File: src/rtl/load_store_unit.sv
// load_store_unit: converts one RV32I load/store request into word-aligned
// accesses on a zero-delay RAM port. Sub-word stores are done as
// read-modify-write, and sub-word loads are sign- or zero-extended.
// Misaligned, out-of-range and illegal-width accesses are rejected without
// touching RAM.
module load_store_unit #(
  parameter int dataW       = 32,
  parameter int RAMAddrSize = 8
) (
  input  logic                   clock,
  input  logic                   reset,
  input  logic                   req,
  input  logic                   isStore,
  input  logic [2:0]             funct3,
  input  logic [31:0]            addr,
  input  logic [dataW-1:0]       storeData,
  output logic                   busy,
  output logic                   done,
  output logic                   fault,
  output logic [dataW-1:0]       loadData,
  output logic [RAMAddrSize-1:0] RAMAddr,
  output logic [dataW-1:0]       DataIn,
  output logic                   RAMWriteControl,
  input  logic [dataW-1:0]       RAMOut
);

  typedef enum logic [1:0] {IDLE, READ, WRITE, DONE} state_t;

  state_t                 state_q, state_d;
  logic                   fault_p0;
  logic                   is_store_p0;
  logic [2:0]             funct3_p0;
  logic [RAMAddrSize-1:0] addr_p0;
  logic [dataW-1:0]       store_data_p0;
  logic [dataW-1:0]       rd_word_p1;
  logic                   accept;

  // Rejection test on the raw request; any single condition rejects it.
  function automatic logic access_fault(input logic st, input logic [2:0] f3,
                                        input logic [31:0] a);
    logic illegal, range_err, half_err, word_err;
    illegal   = st ? (f3 > 3'b010) : ((f3 == 3'b011) || (f3[2:1] == 2'b11));
    range_err = |a[31:RAMAddrSize];
    half_err  = (f3[1:0] == 2'b01) && a[0];
    word_err  = (f3 == 3'b010) && (a[1:0] != 2'b00);
    return illegal | range_err | half_err | word_err;
  endfunction

  // Pull the addressed byte/half out of a little-endian word and extend it.
  function automatic logic [dataW-1:0] load_extend(input logic [dataW-1:0] w,
                                                   input logic [2:0] f3,
                                                   input logic [1:0] lane);
    logic [7:0]  b;
    logic [15:0] h;
    b = w[{lane, 3'b000} +: 8];
    h = w[{lane[1], 4'b0000} +: 16];
    case (f3)
      3'b000:  return {{(dataW-8){b[7]}}, b};
      3'b001:  return {{(dataW-16){h[15]}}, h};
      3'b100:  return {{(dataW-8){1'b0}}, b};
      3'b101:  return {{(dataW-16){1'b0}}, h};
      default: return w;
    endcase
  endfunction

  // Replace only the addressed byte/half of the captured word.
  function automatic logic [dataW-1:0] store_merge(input logic [dataW-1:0] w,
                                                   input logic [dataW-1:0] d,
                                                   input logic [2:0] f3,
                                                   input logic [1:0] lane);
    logic [dataW-1:0] m;
    m = w;
    case (f3)
      3'b000:  m[{lane, 3'b000} +: 8] = d[7:0];
      3'b001:  m[{lane[1], 4'b0000} +: 16] = d[15:0];
      default: m = d;
    endcase
    return m;
  endfunction

  assign accept = (state_q == IDLE) && req;

  // Control state: FSM register, fault flag and load result.
  always_ff @(posedge clock) begin
    if (reset) begin
      state_q  <= IDLE;
      fault_p0 <= 1'b0;
      loadData <= '0;
    end else begin
      state_q <= state_d;
      if (accept)
        fault_p0 <= access_fault(isStore, funct3, addr);
      if ((state_q == READ) && !is_store_p0)
        loadData <= load_extend(RAMOut, funct3_p0, addr_p0[1:0]);
    end
  end

  // Request latch and captured RAM word (datapath, no reset needed).
  always_ff @(posedge clock) begin
    if (accept) begin
      is_store_p0   <= isStore;
      funct3_p0     <= funct3;
      addr_p0       <= addr[RAMAddrSize-1:0];
      store_data_p0 <= storeData;
    end
    if (state_q == READ)
      rd_word_p1 <= RAMOut;
  end

  // Next-state and RAM/handshake outputs decoded from the current state.
  always_comb begin
    state_d         = state_q;
    busy            = 1'b0;
    done            = 1'b0;
    fault           = 1'b0;
    RAMAddr         = '0;
    DataIn          = '0;
    RAMWriteControl = 1'b0;
    case (state_q)
      IDLE: begin
        if (req) begin
          if (access_fault(isStore, funct3, addr)) state_d = DONE;
          else if (!isStore)                       state_d = READ;
          else if (funct3 == 3'b010)               state_d = WRITE;
          else                                     state_d = READ;
        end
      end
      READ: begin
        busy    = 1'b1;
        RAMAddr = {addr_p0[RAMAddrSize-1:2], 2'b00};
        state_d = is_store_p0 ? WRITE : DONE;
      end
      WRITE: begin
        busy            = 1'b1;
        RAMAddr         = {addr_p0[RAMAddrSize-1:2], 2'b00};
        DataIn          = store_merge(rd_word_p1, store_data_p0, funct3_p0, addr_p0[1:0]);
        RAMWriteControl = !reset;
        state_d         = DONE;
      end
      DONE: begin
        done    = 1'b1;
        fault   = fault_p0;
        state_d = IDLE;
      end
      default: state_d = IDLE;
    endcase
  end

endmodule
File: config.mk
export PLATFORM = sky130hd
export DESIGN_NAME = load_store_unit
export DESIGN_NICKNAME = d
export VERILOG_FILES = /design/src/rtl/load_store_unit.sv
export SDC_FILE = /design/constraint.sdc
export NUM_CORES = 1
export LEC_CHECK = 0
export BUFFER_PORTS_ARGS = -buffer_cell sky130_fd_sc_hd__buf_2
export CAP_MARGIN = 20
export CORE_UTILIZATION = 40
export CTS_BUF_LIST = sky130_fd_sc_hd__clkbuf_2 sky130_fd_sc_hd__clkbuf_4 sky130_fd_sc_hd__clkbuf_8
export CTS_CLUSTER_DIAMETER = 120
export DETAILED_ROUTE_END_ITERATION = 16
export HOLD_SLACK_MARGIN = 0.03
export MAX_ROUTING_LAYER = met4
export PLACE_DENSITY = 0.69
export SLEW_MARGIN = 20
export SYNTH_ARGS = -nofsm -noshare
export SYNTH_HDL_FRONTEND = slang
export SYNTH_SLANG_ARGS = --single-unit
File: constraint.sdc
create_clock -name clock -period 3 [get_ports clock]
set_clock_uncertainty 0.05 [all_clocks]
set_input_delay 0.6 -clock clock [delete_from_list [all_inputs] [get_ports clock]]
set_output_delay 0.6 -clock clock [all_outputs]
set_load 0.005 [all_outputs]
==> results of run 1 <==
[cell usage in the layout, fill, tap and decap left out, drive strengths merged, types with 2 or more instances in the layout]
cell       n
a22oi     14
a2bb2oi    7
a32oi      2
or3        2
and4bb     2
or2        2
nand3b     8
nor4       8
mux2      17
mux2i     16
nor4bb     7
nor2      32
nor3      12
a211oi    35
nand2b     6
a21oi     28
nor2b      4
o22ai      8
buf      194
nor3b      2
edfxtp    76
ha        10
clkbuf    14
inv       10
and2       9
dfxtp     35
o2bb2ai    2
conb       2
a221oi     8
o21ai     11
a22o      10
o22a       7
o21a       2
nand2     45
[registers in the layout (all words and copies together) (netlist names)]
signal / count
addr_p0: 8
store_data_p0: 32
funct3_p0: 3
loadData: 32
state_q: 2
rd_word_p1: 32
fault_p0: 1
is_store_p0: 1
[per-layer routing]
| metal | wire (um) | global-route usage (%) | part of all wire [%] |
|---|---|---|---|
| met4 | 412 | 7.59 | 2.4 |
| met5 | 0 | - | 0 |
| met3 | 1260 | 4.36 | 7.3 |
| met1 | 7540 | 32.5 | 44 |
| met2 | 7990 | 37.6 | 46 |
[critical path, cell delays in order (launching register included)]
cell and delay (ns):
edfxtp_1 0.43, inv_2 0.11, ha_4 0.22, or4b_4 0.53, a31oi_4 0.23, buf_12 0.14, a22o_1 0.12, buf_2 0.11
[area by class of cell]
cell class                      instances  area share, %
Clock buffer                           12           2.18
Clock inverter                          4          0.889
Inverter                                7          0.381
Multi-Input combinational cell        333           34.2
Sequential cell                       111           43.3
Tap cell                              176           3.19
Timing Repair Buffer                  196           15.9
[cell families (layout without fill, tap and decap cells)]
logic type	Yosys count	count (layout)	synth area share (%)
AND/OR/NAND/NOR	146	146	14.0
AO/OA/AOI/OAI	141	141	18.8
flip-flops	111	111	54.5
buffers and inverters	43	219	3.49
multiplexers	34	34	6.83
adder cells (fa/ha/maj)	10	10	2.28
other	1	2	0.0685
[timing repair]
| item | CTS | global route |
|---|---|---|
| gates cloned | 0 | 2 |
| buffers inserted | 3 | 3 |
| pin swaps | 1 | 4 |
| resized for setup | 6 | 9 |
| endpoints found under the setup margin | 23 | 30 |
[per-stage QoR]
stage	worst slack, ns	instances	total power [W]	TNS, ns	instance area, sq um
final	0.0519	839	0.00541	0	6900
after global routing	-0.0483	839	0.00569	-0.172	6900
after CTS	0.00838	835	0.00533	0	6780
after detailed placement	0.166	816	0.00432	0	6520
after global placement	0.256	816	0.00426	0	6520
after floorplan	0.130	487	0.00353	0	5480
[power groups by stage]
stage                     Clock, W  Combinational, W  Sequential, W
after floorplan                  0           0.00122        0.00230
after global placement           0           0.00191        0.00235
after detailed placement         0           0.00196        0.00236
after CTS                 0.000990           0.00201        0.00233
after global routing       0.00104           0.00227        0.00237
final                     0.000981           0.00209        0.00234
[final timing paths]
kind / startpoint / end / slack, ns / cells after the start
worst max-delay path: addr_p0[1]$_DFFE_PP_ / DataIn[3] / 0.05 / 7
worst min-delay path: storeData[9] / store_data_p0[9]$_DFFE_PP_ / 0.32 / 1
worst max register to register: addr_p0[0]$_DFFE_PP_ / loadData[29]$_SDFFE_PP0P_ / 0.76 / 5
worst min register to register: loadData[24]$_SDFFE_PP0P_ / loadData[24]$_SDFFE_PP0P_ / 0.45 / 2
==> impl_results.md, run 1 <==
* Sequential power share at 43.2%
* Post-synth top cells: edfxtp_1, nand2_1, dfxtp_1, a211oi_1, nor2_1
* Pleak at 2.82 nW
* Gate power share at 38.7%
* CP required at 2.35 ns
* Crit end category: output port
* Hold_buf cts at 0
* WL per Instance at 20.5 um
* Storage cell area at 2980 sq um
* Clock Sink Count at 111
* Hold crit path type: input port to register
* DIE AREA at 14200 sq um
* Number of nets with antenna violations after routing at 0
* Area added between synthesis and finish at 25.9%
* Register area share after synthesis at 54.5%
* Minimum clock period at around 2.9 ns
* DIE HEIGHT at roughly 120 um
* Clock share of power at 18.1%
* Post-synth cell types at 55
* Total Routed Length at 17.2 mm
* Period Utilization, post-route at a little over nine tenths
* Largest net degree at the start of global routing at 44
* IO Count at between 150 and 200
* Cell area after synthesis at 5480 sq um
* Relative slew slack at 54.7%
* Vias per cell at 5.69
* Average size of a mapped cell at 11.3 sq um
* Max_cap viols at 0
* GR Util All Layers at about a quarter
* Starting density of the core at 41.2%
* Ys async rst share at 0%
* Initial antenna violation count at 0
* PortBufs at 176
* Pint at 0.00346 W
* Core Region at around 13000 sq um
* Via count at approximately 4800
* Total grt overflow at 0
* Ys flop type: edfxtp_1
* Critical Path Start Type: register
* RSZ-0062 raised after global routing: true
* Worst-skew pair later-pin latency at 0.39 ns
* Crit Path Max Fanout at 7
* #FFs+latches synth at approximately 110
* Final hold viol count at 0
* Share of the synthesized area in the top cell type at 41.7%
* Clock Pin Slew Worst Setup and Hold Paths at ~0.11 ns
* Number of synthesized flops with an enable pin at 76
* Final GP Congestion at between 0.8 and 0.9
* CTS Buf Count at 9
* Net Sw Frac at 36.1%
* Setup violations, final at 0
* Detailed Place HPWL at 11.9 mm
* Setup CP Type: register to output port
* Status: completed
* Share of cells above drive strength 1 at a little under two fifths
* Pwr Density at 785 nW/um^2
* NetSw at ~0.0020 W
* Most common cell in the netlist: edfxtp_1
* Post-synth top area cell: edfxtp_1
* Global-route wire length before repair at 25.5 mm
* Max Freq at approximately 340 MHz
* DRT iter0 DRCs at 527
* Gate Count Post-Synth at a little under 500
* Vias in the first global route at 4562
* Worst Tran Pin Value at between 0.6 and 0.7 ns
* Nets@finish at 771
* Layout Utilization at ~52%
* Multi-input logic area at 2360 sq um
* Fillers at between 1000 and 1500
* ANT cells at 0
* Placement row count at 42
* Fin. max-slew vios at 0
* Final Hold Slack at approximately 0.32 ns
* CTS tree: done
* VDD IR max at 292 uV
* Initial DRT Pass Iterations at 5
* DRC viols at 0
* Yosys warns at 0
* Htree depth at 3
* Longest Clk Path Bufs at 2
* Die width at between 100 and 150 um
* Top post-synthesis cells by area: edfxtp_1, dfxtp_1, a211oi_1
* CTS root buf: clkbuf_8
* WP data arrival at ~2.3 ns
(Power assumes the default switching activity.)
==> inputs of run 2 (changes only) <==
CORE_MARGIN = 2   (was not set)
==> run 2 against run 1 <==
Die area increased by 3.4%. Non-clock buffer count decreased by 4. Flip-flop and latch count unchanged. Global-route usage decreased by 0.97 points. Worst setup slack got worse by 0.045 ns. Sequential share of layout area increased by 0.47 points. Critical path depth decreased by 1. Clock power decreased by 11%. First-iteration DRC count decreased by 4.2%. Critical path type unchanged.
==> impl_results.md, run 2 (synthesis results as in run 1) <==
* Status: completed
* Area added between synthesis and finish at 24.5%
* DRC viols at 0 (unchanged)
* Crit Path Max Fanout at 8 (+1)
* CP bufs+invs at 2 (-1)
* Hold crit path type: input port to register
* Placed Instances at 815 (-0.12%)
* Final total power at 0.00525 W (-3.0%)
* Starting density of the core at 41.2% (unchanged)
* Global-route wire length before repair at 25.3 mm (-0.76%)
* Minimum clock period at 2.99 ns (+0.0448 ns)
* Initial antenna violation count at 0 (unchanged)
* Initial DRT Pass Iterations at 5 (unchanged)
* Vias in the first global route at 4597 (+0.77%)
* Pwr Density at 770 nW/um^2 (-1.9%)
* Worst Tran Pin Value at 0.672 ns (-0.00707 ns)
* Clock Sink Count at 111 (unchanged)
* Final GP Congestion at 0.944 (+10%)
* Die width at 121 um (+1.7%)
* WL per Instance at 20.0 um (-2.3%)
* CTS Buf Count at 9 (unchanged)
* Most frequent cells in the layout: buf_2, edfxtp_1, nand2_1
* ANT cells at 0 (unchanged)
* Htree depth at 3 (unchanged)
* Max_cap viols at 0 (unchanged)
* Largest net degree at the start of global routing at 46 (+4.5%)
* CP required at 2.35 ns (about the same)
* Period Utilization, post-route at 99.8% (+1.5 points)
* Top flop regs: loadData: 32 flops, rd_word_p1: 32 flops, store_data_p0: 32 flops
* Relative slew slack at 55.2% (+0.47 points)
* Crit path cell chain: inv_2, ha_4, or4b_4, a31oi_4, a22o_1, buf_2
* Setup CP Type: register to output port
* Total Routed Length at 16.7 mm (-2.7%)
* Met3 wire len at 1.34 mm (+6.2%)
* CTS root buf: clkbuf_8
* DRT iter0 DRCs at 505 (-4.2%)
* Worst-skew pair later-pin latency at 0.40 ns (about the same)
* Critical Path Start Type: register
* Placement row count at 42 (unchanged)
* DIE AREA at 14600 sq um (+3.4%)
* Nets@finish at 767 (-0.52%)
* Final hold viol count at 0 (unchanged)
* Vias per cell at 5.69 (about the same)
* Wl on met1 at 7.11 mm (-5.8%)
* DIE HEIGHT at 121 um (+1.7%)
* Total grt overflow at 0 (unchanged)
* Routed wl met2 at 7.67 mm (-4.0%)
* GR Util All Layers at 23.4% (-0.97 points)
* Final Non-Filler Cells at 835 (-0.48%)
* RSZ-0062 raised after global routing: true
* Crit end category: output port
* Fin. max-slew vios at 0 (unchanged)
* Max Freq at 334 MHz (-1.5%)
* WP data arrival at 2.34 ns (+0.04 ns)
* Pleak at 2.77 nW (-1.6%)
* PortBufs at 176 (unchanged)
* Critical path's largest stage delay at 0.53 ns (about the same)
* Fin Setup TNS at 0 ns (unchanged)
* Detailed Place HPWL at 11.9 mm (-0.16%)
* VDD IR max at 331 uV (+13%)
* Clock Pin Slew Worst Setup and Hold Paths at 0.11 ns (about the same)
* CP top delay family: simple AND/OR/NAND/NOR gates
* IO Count at 179 (unchanged)
* Share of cells above drive strength 1 at 37.6% (+0.23 points)
* Core Region at 13300 sq um (unchanged)
* Longest Clk Path Bufs at 2 (unchanged)
* Setup violations, final at 0 (unchanged)
* Most common cell after layout, fill and taps aside: buf_2
* CP max-delay cell: or4b_4
* Number of nets with antenna violations after routing at 0 (unchanged)
* Highest Signal Layer: met4
* Via count at 4751 (-0.52%)
* CTS tree: done
-- run 2: cell types whose count changed in the layout (fill, tap and decap cells not counted), sizes merged --
cell	before	now
bufinv	1	0
buf	194	191
clkbuf	14	12
clkinv	0	2
-- run 2: worst paths after layout --
kind / start / slack (ns) / cells past startpoint / endpoint
setup reg to reg: addr_p0[0]$_DFFE_PP_ / 0.79 / 5 / loadData[22]$_SDFFE_PP0P_
setup / recovery: addr_p0[1]$_DFFE_PP_ / 0.007 / 6 / DataIn[7]
hold / removal: storeData[3] / 0.32 / 1 / store_data_p0[3]$_DFFE_PP_
hold reg to reg: loadData[23]$_SDFFE_PP0P_ / 0.46 / 2 / loadData[23]$_SDFFE_PP0P_
-- run 2: layout make-up --
cell class	count	area, sq um
clock buffer	11	145
clock inverter	5	36.3
fill	1197	6470
inverter	7	26.3
multi-input combinational	333	2370
sequential	111	2980
tap	176	220
timing repair buffer	192	1040
-- run 2: per-layer routing --
metal	track usage [%]	up-vias
met4	11.3	0
met5	-	-
li1	-	2198
met3	3.52	41
met1	31.6	2254
met2	34.4	258
-- run 2: repair_timing --
item / CTS / global route
gates cloned: 0 / 1
pin swaps: 2 / 9
hold buffers: 0 / 0
gates resized for setup: 12 / 9
setup buffers: 2 / 1
endpoints found under the setup margin: 24 / 28
-- run 2: report_power, final --
group | switching [W] | internal, W | total [W]
combinational | 0.00116 | 0.000873 | 0.00204
clock | 0.000536 | 0.000341 | 0.000877
sequential | 0.000229 | 0.00211 | 0.00234
total | 0.00193 | 0.00332 | 0.00525
-- run 2: stage by stage --
step / setup slack [ns] / instance area [sq um] / hold WS (ns) / util, %
6_report: 0.00716 / 6820 / 0.317 / 51.3
5_1_grt: -0.0990 / 6820 / 0.304 / 51.3
4_1_cts: 0.00406 / 6750 / 0.302 / 50.7
3_5_place_dp: 0.204 / 6510 / 0.442 / 49.0
3_3_place_gp: 0.263 / 6510 / 0.434 / 49.0
2_1_floorplan: 0.130 / 5480 / 0.424 / -
